<file path="src/rtl/tiny16_pkg.sv">
// Shared definitions for the tiny16 sequencer: opcodes, instruction field
// positions, FSM state encoding and the decoded-instruction bundle.
package tiny16_pkg;

    localparam logic [3:0] OP_LDI = 4'h8;
    localparam logic [3:0] OP_LD  = 4'h9;
    localparam logic [3:0] OP_ST  = 4'hA;
    localparam logic [3:0] OP_JMP = 4'hB;
    localparam logic [3:0] OP_JZ  = 4'hC;
    localparam logic [3:0] OP_HLT = 4'hF;

    localparam int OPC_LSB = 12;
    localparam int RD_LSB  = 8;
    localparam int RS_LSB  = 4;
    localparam int AR_BIT  = 3;
    localparam int IMM_W   = 8;

    typedef enum logic [2:0] {
        ST_FETCH,
        ST_DECODE,
        ST_READ,
        ST_EXEC,
        ST_MEM,
        ST_WB,
        ST_HALT
    } state_t;

    typedef struct packed {
        logic             is_alu;
        logic             is_ldi;
        logic             is_ld;
        logic             is_st;
        logic             is_jmp;
        logic             is_jz;
        logic             is_hlt;
        logic [3:0]       rd;
        logic [3:0]       rs;
        logic [IMM_W-1:0] imm8;
    } dec_t;

    function automatic logic is_alu_op(input logic [3:0] op);
        return (op >= 4'h1) && (op <= 4'h7);
    endfunction

endpackage

</file>
<file path="src/rtl/tiny16_if.sv">
// Control bus between the tiny16 sequencer (master) and the memory,
// register-file and ALU datapath blocks (slave).
interface tiny16_if #(
    parameter int ADDR_W = 16,
    parameter int DATA_W = 16
);
    // Every *_en is a single-cycle strobe qualified by nothing else: a read
    // strobe returns data on the following cycle, a write strobe commits on
    // the clock edge that ends its cycle. There is no back-pressure.
    logic              mem_out_en;
    logic [ADDR_W-1:0] mem_out_addr;
    logic [DATA_W-1:0] mem_out_data;
    logic              mem_in_en;
    logic [ADDR_W-1:0] mem_in_addr;
    logic [DATA_W-1:0] mem_in_data;
    logic [3:0]        reg_src_sel;
    logic [3:0]        reg_dst_sel;
    logic              reg_out_en;
    logic [DATA_W-1:0] reg_src;
    logic [DATA_W-1:0] reg_dst;
    logic              reg_in_en;
    logic [DATA_W-1:0] reg_in;
    logic [3:0]        alu_opcode;
    logic              alu_ar_flag;
    logic [DATA_W-1:0] alu_src1;
    logic [DATA_W-1:0] alu_src2;
    logic [DATA_W-1:0] alu_dst;

    modport master (
        output mem_out_en, mem_out_addr, mem_in_en, mem_in_addr, mem_in_data,
        output reg_src_sel, reg_dst_sel, reg_out_en, reg_in_en, reg_in,
        output alu_opcode, alu_ar_flag, alu_src1, alu_src2,
        input  mem_out_data, reg_src, reg_dst, alu_dst
    );

    modport slave (
        input  mem_out_en, mem_out_addr, mem_in_en, mem_in_addr, mem_in_data,
        input  reg_src_sel, reg_dst_sel, reg_out_en, reg_in_en, reg_in,
        input  alu_opcode, alu_ar_flag, alu_src1, alu_src2,
        output mem_out_data, reg_src, reg_dst, alu_dst
    );

endinterface

</file>
<file path="src/rtl/tiny16_decode.sv">
// Combinational instruction decoder for tiny16. JZ is recognised only when
// TINY16_JZ_EN is defined; otherwise opcode 0xC decodes as a NOP.
module tiny16_decode
    import tiny16_pkg::*;
(
    input  logic [15:0] ir,
    output dec_t        dec
);

    logic [3:0] op;
    assign op = ir[OPC_LSB +: 4];

    always_comb begin
        dec        = '0;
        dec.is_alu = is_alu_op(op);
        dec.is_ldi = (op == OP_LDI);
        dec.is_ld  = (op == OP_LD);
        dec.is_st  = (op == OP_ST);
        dec.is_jmp = (op == OP_JMP);
`ifdef TINY16_JZ_EN
        dec.is_jz  = (op == OP_JZ);
`else
        dec.is_jz  = 1'b0;
`endif
        dec.is_hlt = (op == OP_HLT);
        dec.rd     = ir[RD_LSB +: 4];
        dec.rs     = ir[RS_LSB +: 4];
        dec.imm8   = ir[IMM_W-1:0];
    end

endmodule

</file>
<file path="src/rtl/tiny16_control.sv">
// tiny16 instruction sequencer: FETCH/DECODE/READ/EXEC (+MEM/WB for LD).
// Optional zero flag and JZ branch are enabled with TINY16_JZ_EN.
module tiny16_control
    import tiny16_pkg::*;
#(
    parameter int                ADDR_W   = 16,
    parameter int                DATA_W   = 16,
    parameter logic [ADDR_W-1:0] RESET_PC = '0
) (
    input  logic              clk,
    input  logic              rst,
    tiny16_if.master          bus,
    output logic [ADDR_W-1:0] pc,
    output logic              halted,
    output state_t            state
);

    logic [DATA_W-1:0] ir;
    logic [ADDR_W-1:0] ld_addr;
    logic              run;
    logic              zero_flag;
    dec_t              dec;

    tiny16_decode u_decode (
        .ir  (ir),
        .dec (dec)
    );

`ifndef TINY16_JZ_EN
    assign zero_flag = 1'b0;
`endif

    // run holds every strobe low while reset is asserted and delays the
    // first fetch to the first full cycle after release.
    always_ff @(posedge clk or negedge rst) begin
        if (!rst) begin
            state   <= ST_FETCH;
            pc      <= RESET_PC;
            ir      <= '0;
            ld_addr <= '0;
            run     <= 1'b0;
`ifdef TINY16_JZ_EN
            zero_flag <= 1'b0;
`endif
        end else if (!run) begin
            run <= 1'b1;
        end else begin
            unique case (state)
                ST_FETCH:  state <= ST_DECODE;
                ST_DECODE: begin
                    ir    <= bus.mem_out_data;
                    state <= ST_READ;
                end
                ST_READ:   state <= ST_EXEC;
                ST_EXEC: begin
                    if (dec.is_jmp || (dec.is_jz && zero_flag))
                        pc <= ADDR_W'(bus.reg_src);
                    else
                        pc <= pc + ADDR_W'(1);
`ifdef TINY16_JZ_EN
                    if (dec.is_alu)
                        zero_flag <= (bus.alu_dst == '0);
`endif
                    if (dec.is_ld) begin
                        ld_addr <= ADDR_W'(bus.reg_src);
                        state   <= ST_MEM;
                    end else if (dec.is_hlt) begin
                        state <= ST_HALT;
                    end else begin
                        state <= ST_FETCH;
                    end
                end
                ST_MEM:    state <= ST_WB;
                ST_WB:     state <= ST_FETCH;
                ST_HALT:   state <= ST_HALT;
                default:   state <= ST_FETCH;
            endcase
        end
    end

    assign halted = (state == ST_HALT);

    // Strobes and operand routing decode from the registered state; EXEC data
    // is combinational because the ALU result only exists in that cycle.
    always_comb begin
        bus.mem_out_en   = 1'b0;
        bus.mem_out_addr = '0;
        bus.mem_in_en    = 1'b0;
        bus.mem_in_addr  = '0;
        bus.mem_in_data  = '0;
        bus.reg_src_sel  = dec.rs;
        bus.reg_dst_sel  = dec.rd;
        bus.reg_out_en   = 1'b0;
        bus.reg_in_en    = 1'b0;
        bus.reg_in       = '0;
        bus.alu_opcode   = '0;
        bus.alu_ar_flag  = 1'b0;
        bus.alu_src1     = '0;
        bus.alu_src2     = '0;
        if (run) begin
            unique case (state)
                ST_FETCH: begin
                    bus.mem_out_en   = 1'b1;
                    bus.mem_out_addr = pc;
                end
                ST_READ: bus.reg_out_en = 1'b1;
                ST_EXEC: begin
                    if (dec.is_alu) begin
                        bus.alu_opcode  = ir[OPC_LSB +: 4];
                        bus.alu_ar_flag = ir[AR_BIT];
                        bus.alu_src1    = bus.reg_dst;
                        bus.alu_src2    = bus.reg_src;
                        bus.reg_in_en   = 1'b1;
                        bus.reg_in      = bus.alu_dst;
                    end else if (dec.is_ldi) begin
                        bus.reg_in_en = 1'b1;
                        bus.reg_in    = {{(DATA_W-IMM_W){1'b0}}, dec.imm8};
                    end else if (dec.is_st) begin
                        bus.mem_in_en   = 1'b1;
                        bus.mem_in_addr = ADDR_W'(bus.reg_dst);
                        bus.mem_in_data = bus.reg_src;
                    end
                end
                ST_MEM: begin
                    bus.mem_out_en   = 1'b1;
                    bus.mem_out_addr = ld_addr;
                end
                ST_WB: begin
                    bus.reg_in_en = 1'b1;
                    bus.reg_in    = bus.mem_out_data;
                end
                default: ;
            endcase
        end
    end

endmodule

</file>
<file path="src/flat_wrapper.sv">
// flat-port wrapper written by rule: the top's interface ports become plain ports
module tiny16_control_flat import tiny16_pkg::*;
#(
    parameter int                ADDR_W   = 16,
    parameter int                DATA_W   = 16,
    parameter logic [ADDR_W-1:0] RESET_PC = '0
)
  (clk, rst, pc, halted, state, bus_mem_out_en, bus_mem_out_addr, bus_mem_in_en, bus_mem_in_addr, bus_mem_in_data, bus_reg_src_sel, bus_reg_dst_sel, bus_reg_out_en, bus_reg_in_en, bus_reg_in, bus_alu_opcode, bus_alu_ar_flag, bus_alu_src1, bus_alu_src2, bus_mem_out_data, bus_reg_src, bus_reg_dst, bus_alu_dst);
  tiny16_if #(.ADDR_W(ADDR_W), .DATA_W(DATA_W)) bus_i ();
  input  logic clk;
  input  logic rst;
  output logic [ADDR_W-1:0] pc;
  output logic halted;
  output state_t state;
  output wire logic [$bits(bus_i.mem_out_en)-1:0] bus_mem_out_en;
  output wire logic [$bits(bus_i.mem_out_addr)-1:0] bus_mem_out_addr;
  output wire logic [$bits(bus_i.mem_in_en)-1:0] bus_mem_in_en;
  output wire logic [$bits(bus_i.mem_in_addr)-1:0] bus_mem_in_addr;
  output wire logic [$bits(bus_i.mem_in_data)-1:0] bus_mem_in_data;
  output wire logic [$bits(bus_i.reg_src_sel)-1:0] bus_reg_src_sel;
  output wire logic [$bits(bus_i.reg_dst_sel)-1:0] bus_reg_dst_sel;
  output wire logic [$bits(bus_i.reg_out_en)-1:0] bus_reg_out_en;
  output wire logic [$bits(bus_i.reg_in_en)-1:0] bus_reg_in_en;
  output wire logic [$bits(bus_i.reg_in)-1:0] bus_reg_in;
  output wire logic [$bits(bus_i.alu_opcode)-1:0] bus_alu_opcode;
  output wire logic [$bits(bus_i.alu_ar_flag)-1:0] bus_alu_ar_flag;
  output wire logic [$bits(bus_i.alu_src1)-1:0] bus_alu_src1;
  output wire logic [$bits(bus_i.alu_src2)-1:0] bus_alu_src2;
  input wire logic [$bits(bus_i.mem_out_data)-1:0] bus_mem_out_data;
  input wire logic [$bits(bus_i.reg_src)-1:0] bus_reg_src;
  input wire logic [$bits(bus_i.reg_dst)-1:0] bus_reg_dst;
  input wire logic [$bits(bus_i.alu_dst)-1:0] bus_alu_dst;
  assign bus_mem_out_en = bus_i.mem_out_en;
  assign bus_mem_out_addr = bus_i.mem_out_addr;
  assign bus_mem_in_en = bus_i.mem_in_en;
  assign bus_mem_in_addr = bus_i.mem_in_addr;
  assign bus_mem_in_data = bus_i.mem_in_data;
  assign bus_reg_src_sel = bus_i.reg_src_sel;
  assign bus_reg_dst_sel = bus_i.reg_dst_sel;
  assign bus_reg_out_en = bus_i.reg_out_en;
  assign bus_reg_in_en = bus_i.reg_in_en;
  assign bus_reg_in = bus_i.reg_in;
  assign bus_alu_opcode = bus_i.alu_opcode;
  assign bus_alu_ar_flag = bus_i.alu_ar_flag;
  assign bus_alu_src1 = bus_i.alu_src1;
  assign bus_alu_src2 = bus_i.alu_src2;
  assign bus_i.mem_out_data = bus_mem_out_data;
  assign bus_i.reg_src = bus_reg_src;
  assign bus_i.reg_dst = bus_reg_dst;
  assign bus_i.alu_dst = bus_alu_dst;
  tiny16_control #(.ADDR_W(ADDR_W), .DATA_W(DATA_W), .RESET_PC(RESET_PC)) u_core (.clk(clk), .rst(rst), .bus(bus_i), .pc(pc), .halted(halted), .state(state));
endmodule
</file>
<file path="config.mk">
export PLATFORM = sky130hd
export DESIGN_NAME = tiny16_control_flat
export DESIGN_NICKNAME = d
export VERILOG_FILES = /design/src/rtl/tiny16_pkg.sv /design/src/rtl/tiny16_if.sv /design/src/rtl/tiny16_decode.sv /design/src/rtl/tiny16_control.sv /design/src/flat_wrapper.sv
export SDC_FILE = /design/constraint.sdc
export NUM_CORES = 1
export LEC_CHECK = 0
export ABC_AREA = 1
export ABC_CLOCK_PERIOD_IN_PS = 2300
export CORE_MARGIN = 8
export CORE_UTILIZATION = 39
export DETAILED_ROUTE_END_ITERATION = 10
export PLACE_DENSITY = 0.8
export SYNTH_ARGS = -nofsm -noshare
export SYNTH_HDL_FRONTEND = slang
export SYNTH_SLANG_ARGS = --single-unit
</file>
<file path="constraint.sdc">
create_clock -name clk -period 2.3 [get_ports clk]
set_input_delay 0.46 -clock clk [delete_from_list [all_inputs] [get_ports clk]]
set_output_delay 0.46 -clock clk [all_outputs]
set_load 0.01 [all_outputs]
</file>
==> flow_summary.toml <==
[timing]
grt_setup_unrepaired = "true"
setup_tns_ps = 0
post-route-min-period_ps = 2200
period_share_pct = 95.7
hold_slack_ps = 39.7
slew_violations = 0
setup_violations = 0
fin_worst_skew_ps = 16.0
hold_viol = 0
fmax_ghz = 0.454

[global_route]
track_usage_pct = 21.6
grt_max_degree = 34
overflow = 0
grt_pass1_vias = 4583
antenna_found_initial = 0
grt_pass1_wl_um = 22600

[detailed_routing]
wl_per_cell_um = 16.4
via_per_inst = 5.07
drt_pass1_iterations = 4
drt_iter0_drc = 195
dr_total_vias = 4388
antenna_left = 0
drc = 0
routed_wl_um = 14200

[final_layout]
nets = 799
postLayoutCoreUtil_pct = 59.8
antennaDiodeCount = 0
final_layout_size_suffix_gt1_share_pct = 21.4
syn_to_final_growth_pct = 52.2
stdcell_count = 866

[power_and_ir_drop]
peakVddDrop_mv = 0.501
p_leak_nw = 2.85
p_per_area_mw_per_mm2 = 918
power_mw = 5.26

[floorplan]
start_util_pct = 39.3
ios = 199
die_y_um = 114
die_w_um = 114
rows = 36
dieArea_mm2 = 0.0131
fp.coreArea_mm2 = 0.00959

[min_path]
hp-class = "in2async"

[clock_tree]
clkLatencyLatePin_ps = 310
htreeDepth = 2
cts_hold_buf = 0
root_buffer = "clkbuf_8"
cts_tree = "yes"
clkSlewWorstSetupHoldPaths_ps = 100
clock_path_buffers = 2
cts_inserted_buffers = 5
clkSinkCount = 52

[setup_path]
required_ps = 1840
cp_slowest_stage_delay_ps = 380
cp_max_fo = 17
cp.arrival_ps = 1740
path_cells = "inv_1 > buf_4 > a31oi_4 > buf_12 > nand2_1 > nor2_1 > clkdlybuf4s15_1"
start_kind = "flip-flop"
slowest_stage = "dfrtp_1"
reg2reg_depth = 9
end_kind = "primary output"
timing_worst_setup_path_type = "reg2out"

[placed_design]
io_buffer_count = 197
place_congestion = 0.855
dp_hpwl_um = 11300
dp.cells = 856

[run]
max-cap-violations = 0

[synth]
syn_area_per_cell_um2 = 6.95
synthCells = 542
ys_types = 31
synth_warnings = 0
yosysSeqAreaShare_pct = 34.5
netlist_area_mm2 = 0.00377
synth_seq_cells = 52
synthFlopType = "dfrtp_1"
ys_async_sr_fraction_pct = 100
synth_fp_nets = 609
synth_edf_count = 0

[status]
status = "finished, final reports clean"
==> through the flow <==
step                instance area (um2)  worst slack (ps)
floorplan                          3770               395
global placement                   5930              42.2
detailed placement                 5930              36.1
CTS                                5970             0.867
global route                       5740             -17.8
finish                             5740              98.0
==> layer usage <==
metal | vias up | global-route usage (%) | wire, um
li1 | 2133 | - | -
met1 | 2041 | 22.3 | 5370
met2 | 191 | 38.7 | 7010
met3 | 23 | 8.76 | 1480
met4 | 0 | 7.01 | 309
met5 | - | 0 | 0
==> flip-flops by register name, summed over array words and instances (netlist names) <==
name / cells
u_core.ir: 16
u_core.ld_addr: 16
u_core.pc: 16
u_core.state: 3
u_core.run: 1
==> synth_stat cells (2+ instances only) <==
cell type	instances	area, um2
clkbuf_1	8	30.0
inv_1	71	267
dfrtp_1	52	1300
nand4_1	3	18.8
o21ai_0	45	225
buf_2	17	85.1
buf_6	5	56.3
o211ai_1	10	75.1
nand2_2	3	18.8
o21ai_1	3	15.0
nor2_1	56	210
xor2_1	2	17.5
nand3_1	76	380
buf_4	10	75.1
a21oi_1	26	130
nor3_2	31	310
a21o_1	2	15.0
inv_2	4	15.0
nor2_4	2	22.5
nand2_1	93	349
o22ai_1	7	43.8
nor3_1	6	30.0
conb_1	2	7.51
==> layout by cell type, fill, tap and decap left out, types with 10 or more instances in the layout <==
cell type and instances:
clkdlybuf4s50_1 94, nand2_1 92, nand3_1 76, inv_1 71, nor2_1 55, clkbuf_2 50, dfrtp_1 48, o21ai_0 45
nor3_2 34, dlygate4sd2_1 27, a21oi_1 26, buf_4 19, buf_2 18, o211ai_1 10
==> layout make-up <==
class                      count  area [um2]
clock buffer                   6        82.6
clock inverter                 2        15.0
fill                         899        3860
inverter                      76         285
multi-input combinational    372        1970
sequential                    52        1310
tap                          133         166
timing repair buffer         225        1910
==> cell families (layout without fill, tap and decap cells) <==
family	after synthesis	after routing	share of synthesized area, %
simple gates	271	271	35.7
buf+inv	118	309	14.3
compound gates	96	96	14.4
flops	52	52	34.5
other cells	2	2	0.199
xor+xnor	2	2	0.465
fa+ha+maj	1	1	0.332
==> power by group <==
part           internal (mW)  total [mW]  switching, mW
Clock                  0.244       0.562          0.318
Combinational           1.30        2.92           1.62
Sequential              1.34        1.78          0.445
==> critical path, delay by kind of cell (launching register included) <==
family	cells	cell delay (ps)
flops	1	380
simple gates	2	200
compound gates	1	190
buf+inv	4	670
==> path summary, 6_finish.rpt <==
check                                          startpoint                              to  slack (ps)
setup / recovery                u_core.ir[14]$_DFFE_PN0P_                bus_alu_src2[15]         100
hold / removal                                        rst       u_core.pc[14]$_DFFE_PN0P_          40
setup reg to reg              u_core.state[2]$_DFFE_PN0P_        u_core.pc[7]$_DFFE_PN0P_         670
hold reg to reg            u_core.ld_addr[15]$_DFFE_PN0P_  u_core.ld_addr[15]$_DFFE_PN0P_         500
max in group asynchronous                             rst     u_core.state[1]$_DFFE_PN0P_        1640
min in group clk           u_core.ld_addr[15]$_DFFE_PN0P_  u_core.ld_addr[15]$_DFFE_PN0P_         500
==> what timing repair did <==
| action | in CTS | in global routing |
|---|---|---|
| setup buffers | 1 | 1 |
| endpoints found under the setup margin | 102 | 82 |
| gates resized for setup | 155 | 125 |
| pin swaps | 1 | 1 |
Note: power is estimated with default switching activity, not from simulation.
